$ cat config.mk
export PLATFORM = sky130hd
export DESIGN_NAME = uart_tx_fifo
export DESIGN_NICKNAME = d
export VERILOG_FILES = /design/src/rtl/uart_tx_fifo.sv
export SDC_FILE = /design/constraint.sdc
export NUM_CORES = 1
export LEC_CHECK = 0
export CORE_UTILIZATION = 55
export CTS_CLUSTER_SIZE = 40
export DETAILED_ROUTE_END_ITERATION = 10
export GPL_TIMING_DRIVEN = 0
export PLACE_DENSITY = 0.81
export SLEW_MARGIN = 20
export SYNTH_ARGS = -nofsm -noshare
export SYNTH_HDL_FRONTEND = slang
export SYNTH_SLANG_ARGS = --single-unit
$ cat constraint.sdc
create_clock -name clk_i -period 2.7 [get_ports clk_i]
set_input_delay 0.405 -clock clk_i [delete_from_list [all_inputs] [get_ports clk_i]]
set_output_delay 0.405 -clock clk_i [all_outputs]
set_load 0.02 [all_outputs]
$ cat src/rtl/uart_tx_fifo.sv
// 8N1 UART transmitter (LSB first) with a small input FIFO and a valid/ready byte port.
// Bit timing uses a free-running 16x-oversample tick; one bit lasts 16 ticks.
module uart_tx_fifo #(
   parameter int CLK_TICKS  = 54,
   parameter int FIFO_DEPTH = 4
) (
   input  logic                          clk_i,
   input  logic                          rst_i,
   input  logic [7:0]                    tx_data_i,
   input  logic                          tx_valid_i,
   output logic                          tx_ready_o,
   output logic                          tx_o,
   output logic                          busy_o,
   output logic [$clog2(FIFO_DEPTH):0]   fifo_count_o
);

   // state | meaning
   // IDLE  | line high, waiting for a queued byte on a tick
   // START | start bit (low) for 16 ticks
   // DATA  | eight data bits, LSB first, 16 ticks each
   // STOP  | stop bit (high); chains straight into START if a byte is queued
   typedef enum logic [1:0] {IDLE, START, DATA, STOP} state_t;

   localparam int AW = $clog2(FIFO_DEPTH);
   localparam int CW = AW + 1;
   localparam int TW = (CLK_TICKS > 0) ? $clog2(CLK_TICKS + 1) : 1;
   localparam logic [TW-1:0] DIV_MAX = TW'(CLK_TICKS);
   localparam logic [CW-1:0] FULL    = CW'(FIFO_DEPTH);

   logic [TW-1:0] div_q;
   logic          baud_tick;

   logic [7:0]    mem_q [FIFO_DEPTH];
   logic [AW-1:0] wr_ptr_q, rd_ptr_q;
   logic [CW-1:0] count_q, count_d;
   logic          push, pop;

   state_t        state_q, state_d;
   logic [3:0]    tick_cnt_q, tick_cnt_d;
   logic [2:0]    bit_cnt_q, bit_cnt_d;
   logic [7:0]    shift_q, shift_d;
   logic          tx_q, tx_d;
   logic          busy_q;

   assign baud_tick    = (div_q == DIV_MAX);
   assign tx_ready_o   = (count_q != FULL);
   assign push         = tx_valid_i && tx_ready_o;
   assign tx_o         = tx_q;
   assign busy_o       = busy_q;
   assign fifo_count_o = count_q;

   always_ff @(posedge clk_i) begin
      if (rst_i) begin
         div_q <= '0;
      end else if (baud_tick) begin
         div_q <= '0;
      end else begin
         div_q <= div_q + TW'(1);
      end
   end

   always_ff @(posedge clk_i) begin
      if (push) begin
         mem_q[wr_ptr_q] <= tx_data_i;
      end
   end

   always_comb begin
      count_d = count_q;
      if (push && !pop) begin
         count_d = count_q + CW'(1);
      end else if (pop && !push) begin
         count_d = count_q - CW'(1);
      end
   end

   always_ff @(posedge clk_i) begin
      if (rst_i) begin
         wr_ptr_q <= '0;
         rd_ptr_q <= '0;
         count_q  <= '0;
      end else begin
         if (push) wr_ptr_q <= wr_ptr_q + AW'(1);
         if (pop)  rd_ptr_q <= rd_ptr_q + AW'(1);
         count_q <= count_d;
      end
   end

   // Pops look only at the registered count, so a byte is never sent in its push cycle.
   always_comb begin
      state_d    = state_q;
      tick_cnt_d = tick_cnt_q;
      bit_cnt_d  = bit_cnt_q;
      shift_d    = shift_q;
      tx_d       = tx_q;
      pop        = 1'b0;
      if (baud_tick) begin
         case (state_q)
            IDLE: begin
               tx_d = 1'b1;
               if (count_q != '0) begin
                  pop        = 1'b1;
                  shift_d    = mem_q[rd_ptr_q];
                  tx_d       = 1'b0;
                  tick_cnt_d = '0;
                  state_d    = START;
               end
            end
            START: begin
               tx_d       = 1'b0;
               tick_cnt_d = tick_cnt_q + 4'd1;
               if (tick_cnt_q == 4'd15) begin
                  tx_d       = shift_q[0];
                  bit_cnt_d  = '0;
                  tick_cnt_d = '0;
                  state_d    = DATA;
               end
            end
            DATA: begin
               tick_cnt_d = tick_cnt_q + 4'd1;
               if (tick_cnt_q == 4'd15) begin
                  tick_cnt_d = '0;
                  shift_d    = {1'b0, shift_q[7:1]};
                  if (bit_cnt_q == 3'd7) begin
                     tx_d    = 1'b1;
                     state_d = STOP;
                  end else begin
                     bit_cnt_d = bit_cnt_q + 3'd1;
                     tx_d      = shift_q[1];
                  end
               end
            end
            STOP: begin
               tx_d       = 1'b1;
               tick_cnt_d = tick_cnt_q + 4'd1;
               if (tick_cnt_q == 4'd15) begin
                  tick_cnt_d = '0;
                  if (count_q != '0) begin
                     pop     = 1'b1;
                     shift_d = mem_q[rd_ptr_q];
                     tx_d    = 1'b0;
                     state_d = START;
                  end else begin
                     state_d = IDLE;
                  end
               end
            end
            default: begin
               tx_d    = 1'b1;
               state_d = IDLE;
            end
         endcase
      end
   end

   always_ff @(posedge clk_i) begin
      if (rst_i) begin
         state_q    <= IDLE;
         tick_cnt_q <= '0;
         bit_cnt_q  <= '0;
         shift_q    <= '0;
         tx_q       <= 1'b1;
         busy_q     <= 1'b0;
      end else begin
         state_q    <= state_d;
         tick_cnt_q <= tick_cnt_d;
         bit_cnt_q  <= bit_cnt_d;
         shift_q    <= shift_d;
         tx_q       <= tx_d;
         busy_q     <= (state_q != IDLE) || (count_q != '0);
      end
   end

endmodule
# Word-level counts from Yosys, hierarchy flattened
# Memories as Yosys holds them, arrays and structs flattened. A register that Yosys moved wholly into a read port is not among the register bits.
# Cells that the tools add are included.
[word_totals] regBits=32 mem_bits_rw=32 wordCells=84 n_memories=1
[memory_table] name="mem_q" words=4 width=8 rd=1 rd_clocked_by_memory_dff=1 wr=1 line="33" rtl="logic [7:0] mem_q [FIFO_DEPTH];"
[op_classes] add_sub_neg=7 n_eq_ne=13 n_mux=34 n_reduce_logical=19
[op_table] op="two-way mux 8 bit" n=3
[op_table] op="case mux 8 bit (3 select lines)" n=1
[op_table] op="two-way mux 3 bit" n=5
[op_table] op="two-way mux 2 bit" n=7
[op_table] op="inequality test 2 bit, second input constant" n=6
[op_table] op="two-way mux 1 bit" n=11
[op_table] op="two-way mux 4 bit" n=2
[op_table] op="case mux 2 bit (4 select lines)" n=1
[op_table] op="case mux 4 bit (2 select lines)" n=1
[op_table] op="adder 3 x 1 -> 3 bit, second input constant" n=2
[op_table] op="adder 6 x 1 -> 6 bit, second input constant" n=1
[op_table] op="== test 6 bit, second input constant" n=1
[op_table] op="case mux 3 bit (2 select lines)" n=1
[op_table] op="AND reduction 6 bit" n=1
[op_table] op="nonzero test 2 bit" n=3
[op_table] op="nonzero test 3 bit" n=2
[op_table] op="AND reduction 5 bit" n=1
[op_table] op="adder 2 x 1 -> 2 bit, second input constant" n=2
[op_table] op="adder 4 x 1 -> 4 bit, second input constant" n=1
[op_table] op="== test 2 bit, second input constant" n=2
[op_table] op="== test 4 bit, second input constant" n=1
[op_table] op="case mux 1 bit (4 select lines)" n=1
[op_table] op="AND reduction 2 bit" n=2
[op_table] op="AND reduction 4 bit" n=1
[op_table] op="other kinds (11)" n=14

# Longest topological paths before layout
[logic_depth] depth_word=8 depth_mapped=11 mapped_depth_nobuf=11

# Least setup slack after synthesis
# OpenSTA, ideal clock, no wires.
[synth_path] path_kind="register to register" startpoint="reg tick_cnt_q[0]" endpoint="reg count_q[2] (netlist: fifo_count_o[2])" arrival_time_ns=2.337 slack_ns=0.293 stages_incl_launch_ff=12 synth_period_minus_slack_ns=2.407 path_cell_list="dfxtp_1 > ha_1 > and3_1 > buf_2 > a21oi_1 > nand3b_1 > ha_1 > inv_1 > fa_1 > xor2_1 > or3_1 > a21oi_1"
[synth_via] elab_chain_cells=7 elab_cells_between_ends=9
[synth_rtl] item="start: declaration" line="39" rtl="logic [3:0] tick_cnt_q, tick_cnt_d;"
[synth_rtl] item="start signal: assignment" line="166" rtl="tick_cnt_q <= tick_cnt_d;"
[synth_rtl] item="== test 4 bit (*)" line="136" rtl="if (tick_cnt_q == 4'd15) begin"
[synth_rtl] item="two-way mux 1 bit (*)" line="136"
[synth_rtl] item="case mux 1 bit (2 select lines) (*)" line="98" rtl="case (state_q)"
[synth_rtl] item="two-way mux 1 bit (*)" line="97" rtl="if (baud_tick) begin"
[synth_rtl] item="zero test 1 bit" line="70" rtl="if (push && !pop) begin"
[synth_rtl] item="logical AND 1 bit" line="70"
[synth_rtl] item="two-way mux 3 bit / nonzero test 2 bit (equally long branches)"
[synth_rtl] item="end signal: assignment" line="85" rtl="count_q <= count_d;"
[synth_rtl] item="end: declaration" line="35" rtl="logic [CW-1:0] count_q, count_d;"
# Every way passes the cells marked *; elsewhere a longest branch is shown, timed or not.
# A chain may end at the register's enable or synchronous reset.

# Worst setup path in the final report
# Same ends and word-level chain as after synthesis.

==> results.cfg <==
[run_status]
run_status = finished clean

[power]
ir_worst_vdd_v = 0.000689
totalPowerFinal_mw = 2.32
clkPwrFrac = 0.386
p_leak_nw = 1.20
seqPwrFrac = 0.497
p_switching_mw = 0.551
switching_share = 0.238
p_int_mw = 1.77
power_density_nw_per_um2 = 678
combPwrFrac = 0.117

[sta]
max_slew.worst_pin.slew_ns = 0.685
fmax_mhz = 399
rsz0062_at_grt = false
drv_slew = 0
layout_min_cycle_time_ns = 2.50
finalHoldViolCount = 0
finalSetupTns_ns = 0
setup_violations = 0
finalCritPeriodShare = 0.927
slew_headroom = 0.543
clock_skew_ns = 0.0103

[cells_and_area]
layout.nets = 298
drive_gt1_frac = 0.141
syn2layout_area_growth_pct = 16.5
instances_no_fill = 346
diodes = 0
layout_commonest_cell = dfxtp_1
layout_common_cells = 34 x dfxtp_1, 32 x edfxtp_1, 21 x a21oi_1, 19 x nand2_1, 17 x nor2_1
utilization = 0.670

[logic_synthesis]
synth_edf_count = 32
synth_area_per_cell_um2 = 12.0
syn_area_um2 = 2940
syn_inst = 244
yosysSeqAreaShare = 0.559
ys_async_sr_fraction = 0
yosysWarnings = 0
yosysUniqueCellTypes = 46
synthFlopType = dfxtp_1
syn_nets = 271
ys_ff_latch = 66

[job]
maxCapViolations = 0

[detailed_routing]
drc = 0
vias = 1958
drtAntennaViolNets = 0
wl_per_cell_um = 15.0
drt_pass1_iterations = 4
routed_via_density = 5.66
drtIter0Drc = 97
wirelength_mm = 5.19

[setup_path]
cp.arrival_ns = 2.77
cp-start-kind = flop
crit_top_cell = ha_2
reg2reg_depth = 11
critPathRequiredTime_ns = 2.97
critPathMaxFanout = 6
critPathMaxStageDelay_ns = 0.37
critPathSlowestCell = fa_1
path_cells = ha_2 -> and3_1 -> buf_2 -> a21oi_4 -> nand3b_1 -> ha_2 -> inv_1 -> fa_1 -> xor2_1 -> or3_1 -> a21oi_1
worstSetupPathType = reg2reg
endpoint_kind = flop

[min_path]
hold_path_depth = 1
hp-class = reg2reg

[global_route]
grt_max_degree = 12
grt_pass1_wl_mm = 8.58
antenna_found_initial = 0
grt_usage = 0.214
overflow = 0
grt_pass1_vias = 1949

[placement]
dpl.hpwl_mm = 3.57
io_buffers = 16
dp_cells = 330
place.gp.congestion = 0.758

[cts]
post_cts_buffers = 0
clk-insertion-delay-late_ns = 0.34
ctsRootBufferMaster = clkbuf_8
cts-buffers-inserted = 9
ctsResizeCount = 0
clkTransAtPathRegs_ns = 0.07
clkSinkCount = 66
cts_buffer_depth = 2
ctsHoldBuffers = 0
cts_htree_levels = 3
cts_tree = done

[floorplan]
fp.dieW_um = 75.1
initial_utilization = 0.575
core_um2 = 5110
die_area_um2 = 5630
io_pins = 17
rows = 26
die-height_um = 75.1
[flip-flops by register name, indices dropped and copies added (netlist names), named ones only]
| name | count |
|---|---|
| mem_q | 32 |
| shift_q | 8 |
| div_q | 6 |
| tick_cnt_q | 4 |
| bit_cnt_q | 3 |
| fifo_count_o | 3 |
| rd_ptr_q | 2 |
| state_q | 2 |
| wr_ptr_q | 2 |
| busy_o | 1 |
| tx_o | 1 |
[metrics by stage]
step | setup WS [ns] | hold WS [ns] | instance area (µm²)
4_1_cts | 0.0537 | 0.462 | 3400
6_report | 0.197 | 0.459 | 3420
2_1_floorplan | 0.293 | 0.430 | 2940
3_5_place_dp | -0.0401 | 0.447 | 3180
3_3_place_gp | 0.0150 | 0.442 | 3180
5_1_grt | 0.0382 | 0.482 | 3420
[metal layers]
| metal | GRT usage | wire length (µm) | vias to the layer above | share of wire |
|---|---|---|---|---|
| li1 | - | - | 966 | - |
| met1 | 0.250 | 2300 | 956 | 0.44 |
| met4 | 0.126 | 117 | 0 | 0.023 |
| met2 | 0.356 | 2660 | 27 | 0.51 |
| met3 | 0.0562 | 117 | 9 | 0.023 |
| met5 | 0 | 0 | - | 0 |
[critical path, delay by kind of cell (launching register included)]
kind / cells / cell delay, ns
fa+ha+maj: 3 / 0.77
simple gates: 3 / 0.64
flops: 1 / 0.33
compound gates: 2 / 0.32
buf+inv: 2 / 0.22
xor+xnor: 1 / 0.17
[area by class of cell]
cell class	count	area, µm²
tap	70	87.6
inverter	10	37.5
clock buffer	10	138
multi-input combinational	158	1230
timing repair buffer	16	160
fill	400	1690
sequential	66	1640
clock inverter	6	80.1
buffer	10	41.3
[synthesized netlist by cell type, types with 2 or more instances]
master	instances	area, µm²
buf_2	3	15.0
dfxtp_1	34	681
and3_1	2	12.5
xor2_1	3	26.3
nand2_1	19	71.3
nand4b_1	2	17.5
a21oi_1	22	110
clkbuf_1	7	26.3
o211ai_1	2	15.0
o21a_1	2	15.0
nor2_1	17	63.8
edfxtp_1	32	961
nand3b_1	2	15.0
xnor2_1	4	35.0
nor3_1	2	10.0
mux4_2	8	180
ha_1	15	188
and2_1	4	25.0
a311oi_1	8	70.1
o21ai_0	10	50.1
nor2b_1	3	18.8
nand3_1	5	25.0
or4_1	3	22.5
mux2i_1	2	20.0
nand4_1	3	18.8
inv_1	10	37.5
[power groups by stage]
stage / sequential [mW] / combinational (mW) / clock, mW
after floorplan: 1.18 / 0.161 / 0
after global placement: 1.17 / 0.263 / 0
after detailed placement: 1.18 / 0.270 / 0
after CTS: 1.15 / 0.272 / 0.917
after global routing: 1.16 / 0.302 / 0.957
final: 1.15 / 0.270 / 0.895
[cell families after synthesis]
group	after synthesis	share of synthesized area
compound gates	54	0.123
xor+xnor	7	0.0209
fa+ha+maj	16	0.0708
buf+inv	20	0.0269
flops	66	0.559
mux	11	0.0720
simple gates	70	0.127
[worst paths after layout]
kind / startpoint / end / slack, ns
setup / recovery: tick_cnt_q[0]$_SDFFE_PP0P_ / fifo_count_o[2]$_SDFFE_PP0P_ / 0.20
hold / removal: div_q[0]$_SDFF_PP0_ / div_q[0]$_SDFF_PP0_ / 0.46
setup reg to reg: tick_cnt_q[0]$_SDFFE_PP0P_ / fifo_count_o[2]$_SDFFE_PP0P_ / 0.20
hold reg to reg: div_q[0]$_SDFF_PP0_ / div_q[0]$_SDFF_PP0_ / 0.46
Note: power is estimated with default switching activity, not from simulation.
